<file path="config.mk">
export PLATFORM = sky130hd
export DESIGN_NAME = pvr_strip_vert_feed
export DESIGN_NICKNAME = d
export VERILOG_FILES = /design/src/rtl/pvr_vert_pkg.sv /design/src/rtl/pvr_vert_ring.sv /design/src/rtl/pvr_strip_vert_feed.sv
export SDC_FILE = /design/constraint.sdc
export NUM_CORES = 2
export LEC_CHECK = 0
export CAP_MARGIN = 30
export CORE_UTILIZATION = 55
export CTS_CLUSTER_SIZE = 24
export DETAILED_ROUTE_END_ITERATION = 8
export PLACE_DENSITY = 0.75
export SYNTH_ARGS = -nofsm -noshare
export SYNTH_HDL_FRONTEND = slang
export SYNTH_SLANG_ARGS = --single-unit
export TNS_END_PERCENT = 30
</file>
<file path="constraint.sdc">
create_clock -name clock -period 25.1 [get_ports clock]
set_input_delay 5.02 -clock clock [delete_from_list [all_inputs] [get_ports clock]]
set_output_delay 5.02 -clock clock [all_outputs]
set_load 0.02 [all_outputs]
</file>
<file path="src/rtl/pvr_vert_pkg.sv">
// Shared constants and types for the PVR strip vertex feeder.
// Latency: n/a (definitions only).
// Backpressure: n/a.
package pvr_vert_pkg;

    // Field slots within one stored vertex
    localparam int F_X = 0;
    localparam int F_Y = 1;
    localparam int F_Z = 2;
    localparam int F_U = 3;
    localparam int F_V = 4;

    localparam int NUM_FIELDS = 5;
    localparam int RING_DEPTH = 3;

    typedef enum logic [1:0] {
        IDLE    = 2'd0,
        COLLECT = 2'd1,
        EMIT    = 2'd2
    } state_t;

    // Modulo-3 increment for ring slot pointers
    function automatic logic [1:0] ring_inc(input logic [1:0] p);
        return (p == 2'd2) ? 2'd0 : p + 2'd1;
    endfunction

endpackage

</file>
<file path="src/rtl/pvr_vert_ring.sv">
// Three-slot vertex register file, five float fields per slot, written per field.
// Latency: writes land on the next edge; reads are combinational from wp.
// Backpressure: none; the owner simply stops strobing writes while emitting.
// Ports: wp = slot being filled (also the oldest slot once the ring is full),
//        wr_stb/wr_dat = per-field write strobes and data,
//        rd_old/rd_mid/rd_new = slots wp, wp+1, wp+2 (mod 3).
module pvr_vert_ring
    import pvr_vert_pkg::*;
#(
    parameter int DATA_W = 32
) (
    input  logic                                  clock,
    input  logic                                  reset,
    input  logic [1:0]                            wp,
    input  logic [NUM_FIELDS-1:0]                 wr_stb,
    input  logic [NUM_FIELDS-1:0][DATA_W-1:0]     wr_dat,
    output logic [NUM_FIELDS-1:0][DATA_W-1:0]     rd_old,
    output logic [NUM_FIELDS-1:0][DATA_W-1:0]     rd_mid,
    output logic [NUM_FIELDS-1:0][DATA_W-1:0]     rd_new
);

    logic [NUM_FIELDS-1:0][DATA_W-1:0] mem [RING_DEPTH];
    logic [1:0] p_mid;
    logic [1:0] p_new;

    // wp has already advanced past the newest vertex, so it names the oldest
    assign p_mid = ring_inc(wp);
    assign p_new = ring_inc(p_mid);

    always_ff @(posedge clock or posedge reset) begin
        if (reset) begin
            for (int s = 0; s < RING_DEPTH; s++) begin
                mem[s] <= '0;
            end
        end else begin
            for (int f = 0; f < NUM_FIELDS; f++) begin
                if (wr_stb[f]) begin
                    mem[wp][f] <= wr_dat[f];
                end
            end
        end
    end

    assign rd_old = mem[wp];
    assign rd_mid = mem[p_mid];
    assign rd_new = mem[p_new];

endmodule

</file>
<file path="src/rtl/pvr_strip_vert_feed.sv">
// Unpacks an ISP triangle-strip word stream into XYZUV vertices and emits each triangle as 3 beats.
// Latency: final vertex word accepted in cycle N -> first beat valid in cycle N+1; beats back-to-back.
// Backpressure: out_ready low stalls EMIT indefinitely; input is refused (in_ready=0) while emitting.
// Ports: strip_start/tex_en/skip_words configure a strip from IDLE; in_* is the word stream
//        (valid/ready, in_eos on a vertex's last word); out_* carries one vertex per beat with
//        out_vert = position in triangle; err_short flags strips under 3 vertices; busy = not IDLE.
module pvr_strip_vert_feed
    import pvr_vert_pkg::*;
#(
    parameter int DATA_W = 32,
    parameter int SKIP_W = 4
) (
    input  logic              clock,
    input  logic              reset,
    input  logic              strip_start,
    input  logic              tex_en,
    input  logic [SKIP_W-1:0] skip_words,
    input  logic              in_valid,
    output logic              in_ready,
    input  logic [DATA_W-1:0] in_data,
    input  logic              in_eos,
    output logic              out_valid,
    input  logic              out_ready,
    output logic [DATA_W-1:0] out_float_1,
    output logic [DATA_W-1:0] out_float_2,
    output logic [DATA_W-1:0] out_float_3,
    output logic [DATA_W-1:0] out_float_4,
    output logic [DATA_W-1:0] out_float_5,
    output logic [1:0]        out_vert,
    output logic              out_tri_last,
    output logic              err_short,
    output logic              busy
);

    // Word counter must reach 2 + 2 + (2^SKIP_W - 1)
    localparam int CW = SKIP_W + 2;

    state_t            state;
    logic              tex_q;
    logic [SKIP_W-1:0] skip_q;
    logic [CW-1:0]     wcnt;
    logic [1:0]        vcnt;
    logic [1:0]        wp;
    logic [1:0]        beat;
    logic              tri_idx;
    logic              eos_pend;

    logic [CW-1:0]     last_idx;
    logic              in_xfer;
    logic              out_xfer;
    logic              last_word;

    logic [NUM_FIELDS-1:0]             wr_stb;
    logic [NUM_FIELDS-1:0][DATA_W-1:0] wr_dat;
    logic [NUM_FIELDS-1:0][DATA_W-1:0] rd_old;
    logic [NUM_FIELDS-1:0][DATA_W-1:0] rd_mid;
    logic [NUM_FIELDS-1:0][DATA_W-1:0] rd_new;
    logic [NUM_FIELDS-1:0][DATA_W-1:0] sel;

    assign in_ready  = (state == COLLECT);
    assign busy      = (state != IDLE);
    assign in_xfer   = in_valid && in_ready;
    assign out_xfer  = out_valid && out_ready;
    assign last_idx  = CW'(2) + (tex_q ? CW'(2) : CW'(0)) + CW'(skip_q);
    assign last_word = (wcnt == last_idx);

    // Route each accepted word to its field. Fields go straight into the slot at wp:
    // that slot holds the vertex which just dropped out of the window, so it is free.
    always_comb begin
        wr_stb = '0;
        wr_dat = '0;
        if (in_xfer) begin
            if (wcnt == CW'(0)) begin
                wr_stb[F_X] = 1'b1;
                wr_dat[F_X] = in_data;
                // Untextured strips: zero U/V alongside X (wr_dat defaults to 0)
                if (!tex_q) begin
                    wr_stb[F_U] = 1'b1;
                    wr_stb[F_V] = 1'b1;
                end
            end else if (wcnt == CW'(1)) begin
                wr_stb[F_Y] = 1'b1;
                wr_dat[F_Y] = in_data;
            end else if (wcnt == CW'(2)) begin
                wr_stb[F_Z] = 1'b1;
                wr_dat[F_Z] = in_data;
            end else if (wcnt == CW'(3) && tex_q) begin
                wr_stb[F_U] = 1'b1;
                wr_dat[F_U] = in_data;
            end else if (wcnt == CW'(4) && tex_q) begin
                wr_stb[F_V] = 1'b1;
                wr_dat[F_V] = in_data;
            end
        end
    end

    pvr_vert_ring #(
        .DATA_W (DATA_W)
    ) u_ring (
        .clock  (clock),
        .reset  (reset),
        .wp     (wp),
        .wr_stb (wr_stb),
        .wr_dat (wr_dat),
        .rd_old (rd_old),
        .rd_mid (rd_mid),
        .rd_new (rd_new)
    );

    always_ff @(posedge clock or posedge reset) begin
        if (reset) begin
            state     <= IDLE;
            tex_q     <= 1'b0;
            skip_q    <= '0;
            wcnt      <= '0;
            vcnt      <= 2'd0;
            wp        <= 2'd0;
            beat      <= 2'd0;
            tri_idx   <= 1'b0;
            eos_pend  <= 1'b0;
            out_valid <= 1'b0;
            err_short <= 1'b0;
        end else begin
            err_short <= 1'b0;
            case (state)
                IDLE: begin
                    if (strip_start) begin
                        state   <= COLLECT;
                        tex_q   <= tex_en;
                        skip_q  <= skip_words;
                        vcnt    <= 2'd0;
                        wcnt    <= '0;
                        tri_idx <= 1'b0;
                    end
                end
                COLLECT: begin
                    if (in_xfer) begin
                        if (last_word) begin
                            wcnt <= '0;
                            wp   <= ring_inc(wp);
                            if (vcnt >= 2'd2) begin
                                vcnt      <= 2'd3;
                                state     <= EMIT;
                                eos_pend  <= in_eos;
                                out_valid <= 1'b1;
                                beat      <= 2'd0;
                            end else begin
                                vcnt <= vcnt + 2'd1;
                                if (in_eos) begin
                                    err_short <= 1'b1;
                                    state     <= IDLE;
                                end
                            end
                        end else begin
                            wcnt <= wcnt + CW'(1);
                        end
                    end
                end
                EMIT: begin
                    if (out_xfer) begin
                        if (beat == 2'd2) begin
                            out_valid <= 1'b0;
                            beat      <= 2'd0;
                            tri_idx   <= ~tri_idx;
                            state     <= eos_pend ? IDLE : COLLECT;
                        end else begin
                            beat <= beat + 2'd1;
                        end
                    end
                end
                default: state <= IDLE;
            endcase
        end
    end

    // Odd triangles swap the first two vertices to keep strip winding consistent
    always_comb begin
        sel = '0;
        if (out_valid) begin
            case (beat)
                2'd0:    sel = tri_idx ? rd_mid : rd_old;
                2'd1:    sel = tri_idx ? rd_old : rd_mid;
                default: sel = rd_new;
            endcase
        end
    end

    assign out_float_1  = sel[F_X];
    assign out_float_2  = sel[F_Y];
    assign out_float_3  = sel[F_Z];
    assign out_float_4  = sel[F_U];
    assign out_float_5  = sel[F_V];
    assign out_vert     = beat;
    assign out_tri_last = out_valid && eos_pend && (beat == 2'd2);

endmodule
</file>
# == Word level (Yosys, flattened, before mapping) ==
# Cells that the tools add are included.
# totals
regBits,503
latchBits,0
ramBits,0
romBits,0
input_bits,43
n_memories,0
# classes
n_addsub,7
mul,0
div_mod_pow,0
n_lt_le_gt_ge,5
n_eq_ne,18
shifts,0
n_mux,97
n_bitwise,4
reduce_logical,23
# ops
op,count
$bwmux 480,5
$mux 480,5
$mux 160,11
$demux 160 s2,5
$bmux 160 s2,3
$pmux 160 s2,1
$mux 128,2
$mux 32,7
$mux 96,2
$mux 64,2
$mux 2,23
$mux 1,20
$mux 6,3
$eq 6x2->1 const B,2
$pmux 6 s2,1
$reduce_and 4->1,3
$reduce_and 6->1,2
$ge 3x3->1 const B,3
$not 2->3,3
$add 2x1->2 const B,4
$eq 2x2->1 const B,4
$pmux 2 s2,2
$reduce_bool 2->1,4
$logic_and 1x1->1,7
22 further kinds,30

# == Logic depth before layout (Yosys ltp) ==
# logic_depth
ltp_word,18
mapped_depth,10
ltp_nobuf,9

# == By module ==
# Synthesis repeated with hierarchy kept, for this count alone.
# hier_totals
hier_cells,3580
hier_area_um2,34911.0
# by_module_without_submodules
mod,instances,cells_per_inst,area_per_inst_um2,seq_area_each_um2
pvr_vert_ring,1,2541,28009.4,12011.5
pvr_strip_vert_feed,1,1039,6901.6,575.6

# == Worst setup path after synthesis ==
# No wires, ideal clock.
# synth_timing
path_kind,reg2out
startpoint,register beat[0] (netlist: out_vert[0])
endpoint,output port out_float_5[3]
arrival_time_ns,2.535
t_required_ns,20.080
path_slack_ns,17.545
path_stages_with_launch,7
path_cell_list,dfrtp_1 -> buf_2 -> xnor2_1 -> clkbuf_1 -> mux2i_1 -> a221oi_1 -> a221oi_1
# synth_between
elab_chain_len,3
# synth_rtl
item,line_no,rtl
from (decl),pvr_strip_vert_feed.sv:44,logic [1:0] beat;
from (signal assigned),pvr_strip_vert_feed.sv:167,beat <= beat + 2'd1;
$eq 2x1->1 or $logic_not 2->1 (tied branches),pvr_strip_vert_feed.sv:180,case (beat)
$pmux 160 s2 *,pvr_strip_vert_feed.sv:180,
$mux 160 *,pvr_strip_vert_feed.sv:179,if (out_valid) begin
to (decl),pvr_strip_vert_feed.sv:28,"output logic [DATA_W-1:0] out_float_5,"
# Every way passes the cells marked *; elsewhere a longest branch is shown, timed or not.

# == Final worst setup path ==
# layout_timing
startpoint,register tri_idx
endpoint,output port out_float_4[5]
# layout_between
elab_chain_len,3
# layout_rtl
item,line_no,rtl
from (decl),pvr_strip_vert_feed.sv:45,logic tri_idx;
from (signal assigned),pvr_strip_vert_feed.sv:164,tri_idx <= ~tri_idx;
$mux 160 (on tied branches),"pvr_strip_vert_feed.sv:182, pvr_strip_vert_feed.sv:181",
$pmux 160 s2 *,pvr_strip_vert_feed.sv:180,
$mux 160 *,pvr_strip_vert_feed.sv:179,
to (decl),pvr_strip_vert_feed.sv:27,"output logic [DATA_W-1:0] out_float_4,"
# Marks and branches as above.

==> flow_metrics.env <==
export IMPL_startpoint_type="register"
export IMPL_clock_path_buffers=3
export IMPL_tritoncts="built"
export IMPL_insertion_delay_ns=0.66
export IMPL_ys_warn_count=0
export IMPL_rrSetupSlack_ns=21.19
export IMPL_die_w_um=244
export IMPL_cts_buffers_inserted=57
export IMPL_reg2reg_from="wp[1]"
export IMPL_synthDistinctLibCells=57
export IMPL_mostFrequentLayoutCells="508 x mux2_2, 498 x dfrtp_1, 287 x nand2_1"
export IMPL_yosysTopAreaCell="dfrtp_1"
export IMPL_hpwlAfterDp_um=62600
export IMPL_routed_via_density=7.20
export IMPL_rr_endpoint="u_ring.mem[256]"
export IMPL_final_common_cell="mux2_2"
export IMPL_drive_above_1_share_pct=21.3
export IMPL_power_density_nw_per_um2=101
export IMPL_drt_wirelength_per_cell_um=27.0
export IMPL_synth_seq_area_share_pct=39.1
export IMPL_cts_sinks=503
export IMPL_critical_path_arrival_ns=4.92
export IMPL_setup_ws_ns=15.16
export IMPL_p_sw_uw=1480
export IMPL_grt_ovfl_total=0
export IMPL_switching_share_pct=40.1
export IMPL_syn_num_nets=3311
export IMPL_max_slew_margin_pct=27.5
export IMPL_p_comb_share_pct=45.3
export IMPL_cap_violations=0
export IMPL_track_usage_pct=35.7
export IMPL_slowest_delay_ns=0.84
export IMPL_synthArstFlopShare_pct=100
export IMPL_critPathMaxFanout=181
export IMPL_dieArea_um2=59500
export IMPL_antenna_found_initial=8
export IMPL_cts_hold_buf=0
export IMPL_min_period_ns=9.94
export IMPL_drt_total_wl_um=109000
export IMPL_critical_path_class="register to output port"
export IMPL_synth_top_family_by_area="multiplexers"
export IMPL_path_buf_inv=3
export IMPL_synth_xor_area_share_pct=0.482
export IMPL_worstSetupEndpointType="output port"
export IMPL_outcome="finished clean"
export IMPL_drc=0
export IMPL_setup_viol=0
export IMPL_initial_core_util_pct=55.7
export IMPL_rows=88
export IMPL_ir_drop_uv=88.3
export IMPL_grt_pass1_wl_um=167000
export IMPL_crit_family="buffers and inverters"
export IMPL_ff2ff_path_depth=6
export IMPL_synth_compound_area_share_pct=19.8
export IMPL_power_leakage_uw=0.0158
export IMPL_nNetsFinal=3274
export IMPL_pin_count=210
export IMPL_core_area_um2=57800
export IMPL_die_h_um=244
export IMPL_placedCellCount=3919
export IMPL_drt_antenna_violating_nets=0
export IMPL_crit_end="out_float_4[5]"
export IMPL_place_gp_congestion=0.889
export IMPL_port_buffers=209
export IMPL_cts_root_buf="clkbuf_16"
export IMPL_finalMaxSlewViolations=0
export IMPL_yosys_area_share_simple_pct=11.4
export IMPL_synth_area_top_cells="dfrtp_1 39%, mux2_2 18%, mux2i_1 5.9%"
export IMPL_p_int_uw=2220
export IMPL_min_delay_path_class="register to register"
export IMPL_slowest_stage="nand2_1"
export IMPL_path_depth=7
export IMPL_vias=29005
export IMPL_required_ns=20.08
export IMPL_hold_viol=0
export IMPL_first_pass_iters=8
export IMPL_p_seq_share_pct=31.9
export IMPL_syn2layout_area_growth_pct=13.6
export IMPL_cts_htree_levels=2
export IMPL_fin_crit_sh_pct=39.6
export IMPL_crit_start="tri_idx"
export IMPL_fin_util_pct=63.2
export IMPL_pwr_share_clk_pct=22.9
export IMPL_muxShareOfSynthArea_pct=23.9
export IMPL_rsz0062_at_grt="false"
export IMPL_ctsResizeCount=0
export IMPL_synth_seq_cells=503
export IMPL_fin_cells=4031
export IMPL_grt_pass1_vias=28773
export IMPL_synth_top_cell_area_share_pct=39.1
export IMPL_avgSynthCellArea_um2=9.88
export IMPL_setup_tns_final_ns=0
export IMPL_synth_area_um2=32200
export IMPL_preCtsSetupSlack_ns=15.82
export IMPL_tightest_slew_ns=1.08
export IMPL_hold_ws_ns=0.509
export IMPL_synthCells=3257
export IMPL_fmax_mhz=101
export IMPL_post_cts_buffers=0
export IMPL_skew_ns=0.0302
export IMPL_clk_pin_slew_ns=0.06
export IMPL_cp_cell_sequence="buf_4, xor2_4, buf_12, nand2_1, o221ai_1, o21ai_0, clkdlybuf4s50_1"
export IMPL_drtIter0Drc=3497
export IMPL_ys_flop_type="dfrtp_1"
export IMPL_yosys_area_share_adder_pct=0.428
export IMPL_synth_edf_count=0
export IMPL_grt_max_degree=199
==> flip-flops by register name (all words and copies together) (netlist names) <==
signal and count:
u_ring.mem 480, vcnt 2, tex_q 1, skip_q 4, wp 2, wcnt 6, out_valid 1, state 2
err_short 1, eos_pend 1, out_vert 2, tri_idx 1
==> synthesized netlist by cell type (36+ instances only) <==
cell and count:
mux2_2 508, o211ai_1 76, a21oi_1 115, o32ai_1 56
nand2_1 289, nor4bb_1 37, nor2_1 89, dfrtp_1 503
clkbuf_1 315, o2111a_1 36, o21ai_0 204, a221oi_1 120
nand3_1 43, mux2i_1 190, a2111oi_0 56, and3_1 119
or3_1 43, a31oi_1 141
==> metrics by stage <==
stage	instance area, µm²	total power (µW)
6_report	36600	3700
5_1_grt	36500	3850
4_1_cts	36400	3660
3_5_place_dp	34500	2810
3_3_place_gp	34300	2740
2_1_floorplan	32200	2220
==> area by class of cell <==
class / count / area (µm²)
Timing Repair Buffer: 277 / 2880
Sequential cell: 503 / 12600
Clock inverter: 14 / 200
Inverter: 18 / 82.6
Fill cell: 4518 / 21300
Clock buffer: 89 / 1690
Multi-Input combinational cell: 2363 / 18100
Antenna cell: 2 / 5.00
Tap cell: 765 / 957
==> worst reg2reg max path: cells and delay by family (launching register included) <==
kind,cells,cell delay [ns]
AND/OR/NAND/NOR,3,1.47
buffers and inverters,2,1.02
flip-flops,1,0.84
multiplexers,1,0.43
==> routing by layer <==
layer	track usage, %	vias up	wire [µm]
li1	-	12346	-
met1	45.7	14565	41900
met4	21.2	6	5310
met3	7.60	333	11100
met5	0	-	34
met2	55.7	1755	50500
==> power groups by stage <==
stage / logic [µW] / clock network (µW) / registers, µW
floorplan: 1110 / 0 / 1120
global placement: 1580 / 0 / 1160
detailed placement: 1630 / 0 / 1180
CTS: 1650 / 852 / 1170
global route: 1760 / 888 / 1200
finish: 1670 / 847 / 1180
==> how the worst min path moves through the flow <==
stage                         start         endpoint  slack (ns)  depth (start not counted)
finish                    skip_q[1]        skip_q[1]        0.51                          1
global route        u_ring.mem[316]  u_ring.mem[316]        0.54                          2
CTS                 u_ring.mem[448]  u_ring.mem[448]        0.51                          2
detailed placement  u_ring.mem[448]  u_ring.mem[448]        0.50                          2
global placement    u_ring.mem[460]  u_ring.mem[460]        0.48                          2
floorplan           u_ring.mem[150]  u_ring.mem[150]        0.46                          2
==> logic make-up (layout without fill, tap and decap cells) <==
group	count (synthesis)	in the layout
AO/OA/AOI/OAI	915	915
AND/OR/NAND/NOR	718	718
multiplexers	703	703
flip-flops	503	503
buffers and inverters	391	398
XOR/XNOR	16	16
adder cells (fa/ha/maj)	11	11
other	0	2
(Power assumes the default switching activity.)
